$ cat src/rtl/regfile_pkg.sv
// regfile_pkg: shared parameter defaults and clear-sequencer state encoding
package regfile_pkg;
  localparam int DEF_DATA_W   = 32;
  localparam int DEF_NREGS    = 32;
  localparam int DEF_NREAD    = 2;
  localparam int DEF_ZERO_REG = 1;
  localparam int DEF_BYPASS   = 1;
  typedef enum logic {ST_IDLE, ST_CLEAR} state_e;
endpackage

$ cat src/rtl/regfile_scoreboard.sv
// regfile_scoreboard: per-register pending bits with issue/clear and per-port lookup
module regfile_scoreboard
  import regfile_pkg::*;
#(
  parameter int NREGS  = DEF_NREGS,
  parameter int ADDR_W = $clog2(NREGS),
  parameter int NREAD  = DEF_NREAD
) (
  input  logic                    clk,
  input  logic                    rst,
  input  logic                    set_en,
  input  logic [ADDR_W-1:0]       set_addr,
  input  logic                    clr_en,
  input  logic [ADDR_W-1:0]       clr_addr,
  input  logic [NREAD*ADDR_W-1:0] read_addr,
  output logic [NREAD-1:0]        read_pending
);
  logic [NREGS-1:0] pend_q, pend_d;
  // clear first so a same-cycle issue (new producer) wins over the retiring write
  always_comb begin
    pend_d = pend_q;
    if (clr_en) pend_d[clr_addr] = 1'b0;
    if (set_en) pend_d[set_addr] = 1'b1;
  end
  // pending bit storage
  always_ff @(posedge clk) begin
    if (rst) pend_q <= '0;
    else pend_q <= pend_d;
  end
  for (genvar k = 0; k < NREAD; k++) begin : g_rp
    assign read_pending[k] = pend_q[read_addr[k*ADDR_W +: ADDR_W]];
  end
endmodule

$ cat src/rtl/regfile_param.sv
// regfile_param: multi-port register file with bypass, scoreboard and sequential clear
module regfile_param
  import regfile_pkg::*;
#(
  parameter int DATA_W   = DEF_DATA_W,
  parameter int NREGS    = DEF_NREGS,
  parameter int ADDR_W   = $clog2(NREGS),
  parameter int NREAD    = DEF_NREAD,
  parameter int ZERO_REG = DEF_ZERO_REG,
  parameter int BYPASS   = DEF_BYPASS
) (
  input  logic                    Clock,
  input  logic                    Reset,
  input  logic                    RegWrite,
  input  logic [ADDR_W-1:0]       WriteAddr,
  input  logic [DATA_W-1:0]       WriteData,
  input  logic [NREAD*ADDR_W-1:0] ReadAddr,
  output logic [NREAD*DATA_W-1:0] ReadData,
  output logic [NREAD-1:0]        ReadPending,
  input  logic                    IssueValid,
  input  logic [ADDR_W-1:0]       IssueAddr,
  input  logic                    ClearReq,
  output logic                    Busy,
  output logic                    ClearDone
);
  state_e            state_q, state_d;
  logic [ADDR_W-1:0] cnt_q, cnt_d;
  logic              done_q, done_d;
  logic              busy, wr_eff, iss_eff;
  logic [DATA_W-1:0] regs_q [NREGS];
  logic [DATA_W-1:0] regs_d [NREGS];
  assign busy    = state_q == ST_CLEAR;
  assign wr_eff  = RegWrite && !busy && !(ZERO_REG != 0 && WriteAddr == '0);
  assign iss_eff = IssueValid && !busy && !(ZERO_REG != 0 && IssueAddr == '0);
  assign Busy      = busy;
  assign ClearDone = done_q;
  // clear sequencer: walks the counter over every register, pulses done after the last
  always_comb begin
    state_d = state_q;
    cnt_d   = cnt_q;
    done_d  = 1'b0;
    if (state_q == ST_IDLE) begin
      state_d = ClearReq ? ST_CLEAR : ST_IDLE;
      cnt_d   = '0;
    end else begin
      cnt_d = cnt_q + 1'b1;
      if (cnt_q == ADDR_W'(NREGS - 1)) begin
        state_d = ST_IDLE;
        done_d  = 1'b1;
      end
    end
  end
  // sequencer state, counter and registered done pulse
  always_ff @(posedge Clock) begin
    if (Reset) begin
      state_q <= ST_IDLE;
      cnt_q   <= '0;
      done_q  <= 1'b0;
    end else begin
      state_q <= state_d;
      cnt_q   <= cnt_d;
      done_q  <= done_d;
    end
  end
  // register next-state: the clear sequence owns the write path while busy
  always_comb begin
    regs_d = regs_q;
    if (busy) regs_d[cnt_q] = '0;
    else if (wr_eff) regs_d[WriteAddr] = WriteData;
  end
  // register storage
  always_ff @(posedge Clock) begin
    if (Reset) for (int i = 0; i < NREGS; i++) regs_q[i] <= '0;
    else regs_q <= regs_d;
  end
  for (genvar k = 0; k < NREAD; k++) begin : g_rd
    logic [ADDR_W-1:0] ra;
    assign ra = ReadAddr[k*ADDR_W +: ADDR_W];
    assign ReadData[k*DATA_W +: DATA_W] =
      (ZERO_REG != 0 && ra == '0)              ? '0 :
      (BYPASS != 0 && wr_eff && WriteAddr == ra) ? WriteData : regs_q[ra];
  end
  regfile_scoreboard #(.NREGS(NREGS), .ADDR_W(ADDR_W), .NREAD(NREAD)) u_sb (
    .clk         (Clock),
    .rst         (Reset),
    .set_en      (iss_eff),
    .set_addr    (IssueAddr),
    .clr_en      (wr_eff || busy),
    .clr_addr    (busy ? cnt_q : WriteAddr),
    .read_addr   (ReadAddr),
    .read_pending(ReadPending)
  );
endmodule

$ cat config.mk
export PLATFORM = sky130hd
export DESIGN_NAME = regfile_param
export DESIGN_NICKNAME = d
export VERILOG_FILES = /design/src/rtl/regfile_pkg.sv /design/src/rtl/regfile_scoreboard.sv /design/src/rtl/regfile_param.sv
export SDC_FILE = /design/constraint.sdc
export NUM_CORES = 2
export LEC_CHECK = 0
export CAP_MARGIN = 20
export CORE_ASPECT_RATIO = 1.4
export CORE_MARGIN = 2
export CORE_UTILIZATION = 40
export DETAILED_ROUTE_END_ITERATION = 16
export GPL_ROUTABILITY_DRIVEN = 0
export PLACE_DENSITY_LB_ADDON = 0.3
export SLEW_MARGIN = 20
export SYNTH_ARGS = -nofsm -noshare
export SYNTH_HDL_FRONTEND = slang
export SYNTH_HIERARCHICAL = 1
export SYNTH_SLANG_ARGS = --single-unit
export TNS_END_PERCENT = 10
$ cat constraint.sdc
create_clock -name Clock -period 3.3 [get_ports Clock]
set_clock_uncertainty 0.15 [all_clocks]
set_input_delay 0.66 -clock Clock [delete_from_list [all_inputs] [get_ports Clock]]
set_output_delay 0.66 -clock Clock [all_outputs]
set_load 0.02 [all_outputs]
==> impl.org <==
** Flow run
- The tool flagged a number of max-cap violations equal to 0.

** Synth
- Proportion of netlist area held by the largest area contributor :: about two fifths
- After synthesis, the most frequently instantiated cells are 1,118 x nor2_1, 1,063 x dfxtp_1, 1,040 x a22oi_1, 497 x clkbuf_1, 450 x mux4_2.
- Synthesis handed over a netlist of approximately 5,400 instances.
- Average cell area after synthesis :: just over 10 um^2
- Counting flops and latches in the post-synthesis netlist gives between 1,000 and 1,500.
- Synthesized cell area :: between 50,000 and 60,000 um^2
- dfxtp_1 takes more of the synthesized area than any other cell.
- Number of warnings issued by yosys :: 6
- Proportion of register bits with asynchronous set or reset after synthesis :: 0%
- Primary flip-flop cell chosen by synthesis mapping :: dfxtp_1
- Top cells by area in the synthesized netlist :: dfxtp_1 39%, mux4_2 19%, a22oi_1 14%, nor2_1 7.8%, mux2i_1 5.7%
- After synthesis, flip-flops and latches occupy between 30 and 40% of the total area.
- Synthesized Nets :: around 5,400
- Number of enable-type register cells in the synthesized netlist :: 0
- The most common cell in the synthesized netlist is nor2_1.
- Counting distinct cell types in the post-synthesis netlist gives 62.

** Clock network
- Number of buffers created by CTS :: 102
- The number of hold buffers added after CTS was 0.
- Clk root buf :: clkbuf_16
- Clock tree synthesis found a total of between 1,000 and 1,500 sinks.
- Number of H-tree levels :: 3
- TritonCTS built the clock tree.
- Clock latency on the worst-skew pair, taken at its later pin, is around 750 ps.
- Clock-pin slew was measured on the worst setup and hold paths at about 60 ps.
- The longest clock path from root to sink contains 3 buffers.

** Floorplan
- Measured along the y axis, the die boundary spans 439 um.
- Die width :: 315 um
- The initialized floorplan defines 159 standard-cell rows.
- The die covers 138,000 um^2.
- Area of the core :: 134,000 um^2
- I/O pins :: 125
- For this configuration, the core starts out at a cell density of between 40% and 50%.

** Routing
- In this run, the number of DRC markers left after iteration 0 of detailed routing was 8,284.
- After detailed routing, the number of vias per cell comes to a little under 7.
- DRC violation count after routing :: 0
- Wires add up to between 200,000 and 300,000 um.
- Across all layers, the routed design uses between 50,000 and 60,000 vias.
- DR WL/cell :: 33.5 um
- Before antenna repair, the detailed router went through 9 iterations.
- The count of nets left with antenna violations once routing finished came out at 0.

** Final layout
- Layout overhead on the synthesized area :: 26.0%
- Finished Cell Area :: a little under 70,000 um^2
- At the end of the flow, the number of nets in the layout was 5,762.
- The post-route netlist has between 20% and 30% of its cells at a drive strength greater than 1.

** Setup path
- The signal on the critical path passes through buf_16, buf_16, buf_12, buf_16, mux4_2, a22oi_2, a211oi_2, buf_4, a21oi_4, o21ai_4, buf_6.
- Together, buffers and inverters on the worst path number 6.
- Maximum cell stage delay along the critical path :: ~540 ps
- Kind of start point of the critical path :: input pin
- Critical path required time :: 2490 ps
- CP max FO :: 11
- Cell type group with the largest total delay on the critical path :: buffers and inverters
- STA classifies the critical path endpoint as an output pin.
- Critical-path top delay cell :: mux4_2
- Type of the worst setup path :: input pin to output pin
- Data arrives at the worst endpoint at between 2000 and 3000 ps.
- Among the stages of the critical path, the cell type that occurs most often is buf_16.

** Outcome
- The checks that failed: negative setup slack.
- The run finished, with violations left.

** Placed design
- In this run the cell area measured after placement is between 60,000 and 70,000 um^2.
- Final HPWL from detailed placement :: 162,000 um
- Placement Setup Slack :: -1270 ps
- Buffers placed on the I/O ports in this run total 124.

** GRT
- Total global-route track usage :: 35.4%
- Global routing used between 40% and 50% of the available met1 tracks.
- Layer with the highest usage :: met2
- Met2 Use GR :: a little over half
- The first global-routing pass estimated ~360,000 um of wire.
- Global routing consumed, on the met3 layer, roughly a tenth of the routing resources.
- Vias in the first global route :: approximately 50,000
- The number of antenna violations at the first check in global routing is 8.
- Entering global routing, the biggest net connects around 120 pins.
- Overall overflow remaining after global route :: 0

** Timing
- Setup repair after global routing could not meet its margin everywhere.
- Based on the critical path, the design can be clocked at up to ~260 MHz.
- Max-slew violation count :: 0
- Setup violations remaining at the end of the flow were counted as 64.
- In this run the tightest slew margin relative to its limit is between 10% and 20%.
- Sum Neg Setup Slack :: -18,690 ps
- Across all setup checks in the final design, the least slack found is -491 ps.
- The routed design could run at a clock period as short as approximately 3800 ps.
- Dividing the final minimum period by the clock period gives 115%.
- The final number of hold-violating endpoints is 0.
- At the pin with the least slew margin, the transition time is about 1200 ps.
- Minimum hold slack :: between 200 and 250 ps

** Hold path
- Class of the most critical hold timing path :: input pin to flip-flop

** Power
- The worst-case IR drop observed on VDD is 473 uV.
- In this run the static leakage power is between 20 and 25 nW.
- Power per Cell Area :: between 400 and 500 nW/um^2
-- per-stage QoR --
stage               util [%]  total power [W]  std cells
CTS                     49.9           0.0288       7507
global route            50.8           0.0296       7549
detailed placement      46.4           0.0165       7296
finish                  50.8           0.0290       7555
global placement        46.4           0.0165       7295
floorplan                  -           0.0150       5373
-- path summary, 6_finish.rpt --
check,startpoint,end,slack [ps],cells after the start
hold reg to reg,regs_q[1019],regs_q[1019],330,1
hold / removal,Reset,regs_q[873],220,2
setup / recovery,ReadAddr[0],ReadData[21],-490,11
setup reg to reg,Busy,regs_q[463],530,8
-- sequential cells by signal, summed over array words and instances (netlist names) --
register and count:
Busy 1, cnt_q 5, regs_q 1024, u_sb/pend_q 32, ClearDone 1
-- layout by cell type (no fill, tap or decap), types with 19 or more instances in the layout --
cell | netlist | layout
clkbuf_1 | 497 | 21
buf_12 | 7 | 175
buf_4 | 34 | 530
buf_16 | 0 | 23
mux4_2 | 450 | 450
a221oi_2 | 1 | 26
clkinv_2 | 0 | 20
a21oi_1 | 127 | 73
and2_1 | 43 | 42
nand3_1 | 32 | 25
nand2_1 | 107 | 99
nor2_1 | 1118 | 1069
o211ai_1 | 19 | 19
clkbuf_16 | 0 | 110
o21ai_0 | 72 | 54
dfxtp_1 | 1063 | 1063
nor2_4 | 1 | 34
buf_6 | 27 | 64
a221oi_1 | 75 | 45
mux2i_1 | 308 | 289
nor3_1 | 50 | 32
clkdlybuf4s50_1 | 0 | 42
a22oi_1 | 1040 | 1032
a21oi_4 | 0 | 36
-- power by group --
part	internal, W	switching [W]	total (W)
clock network	0.00681	0.00552	0.0123
registers	0.0129	0.0000595	0.0130
logic	0.00152	0.00224	0.00376
-- cell families (layout without fill, tap and decap cells) --
| group | Yosys count | in the layout | synth area share, % |
|---|---|---|---|
| simple gates | 1450 | 1450 | 11.1 |
| buf+inv | 670 | 1074 | 5.76 |
| flops | 1063 | 1063 | 39.4 |
| xor+xnor | 12 | 12 | 0.194 |
| other cells | 0 | 7 | 0 |
| fa+ha+maj | 5 | 5 | 0.116 |
| mux | 762 | 762 | 24.5 |
| compound gates | 1411 | 1411 | 18.9 |
-- cell type report --
| type | instances | area (um^2) |
|---|---|---|
| fillers | 11900 | 66000 |
| inverters | 5 | 20.0 |
| clock buffers | 143 | 2930 |
| diodes | 7 | 17.5 |
| clock inverters | 38 | 445 |
| well taps | 1771 | 2220 |
| flip-flops and latches | 1063 | 21300 |
| repair buffers | 888 | 9880 |
| multi-input cells | 3640 | 31300 |
-- per-layer routing --
layer	vias up	routed length (um)
li1	20900	-
met1	25600	86300
met2	4315	108000
met3	1268	32700
met4	4	25800
met5	-	28
-- timing repair --
item                       in CTS  in global routing
hold endpoints to repair        0                  0
pin swaps                      41                 44
gates resized for setup       391                200
setup buffers                  23                 41
cloned                          8                  5
setup endpoints to repair      66                 66
No activity file was read; power rests on OpenSTA's default activity.
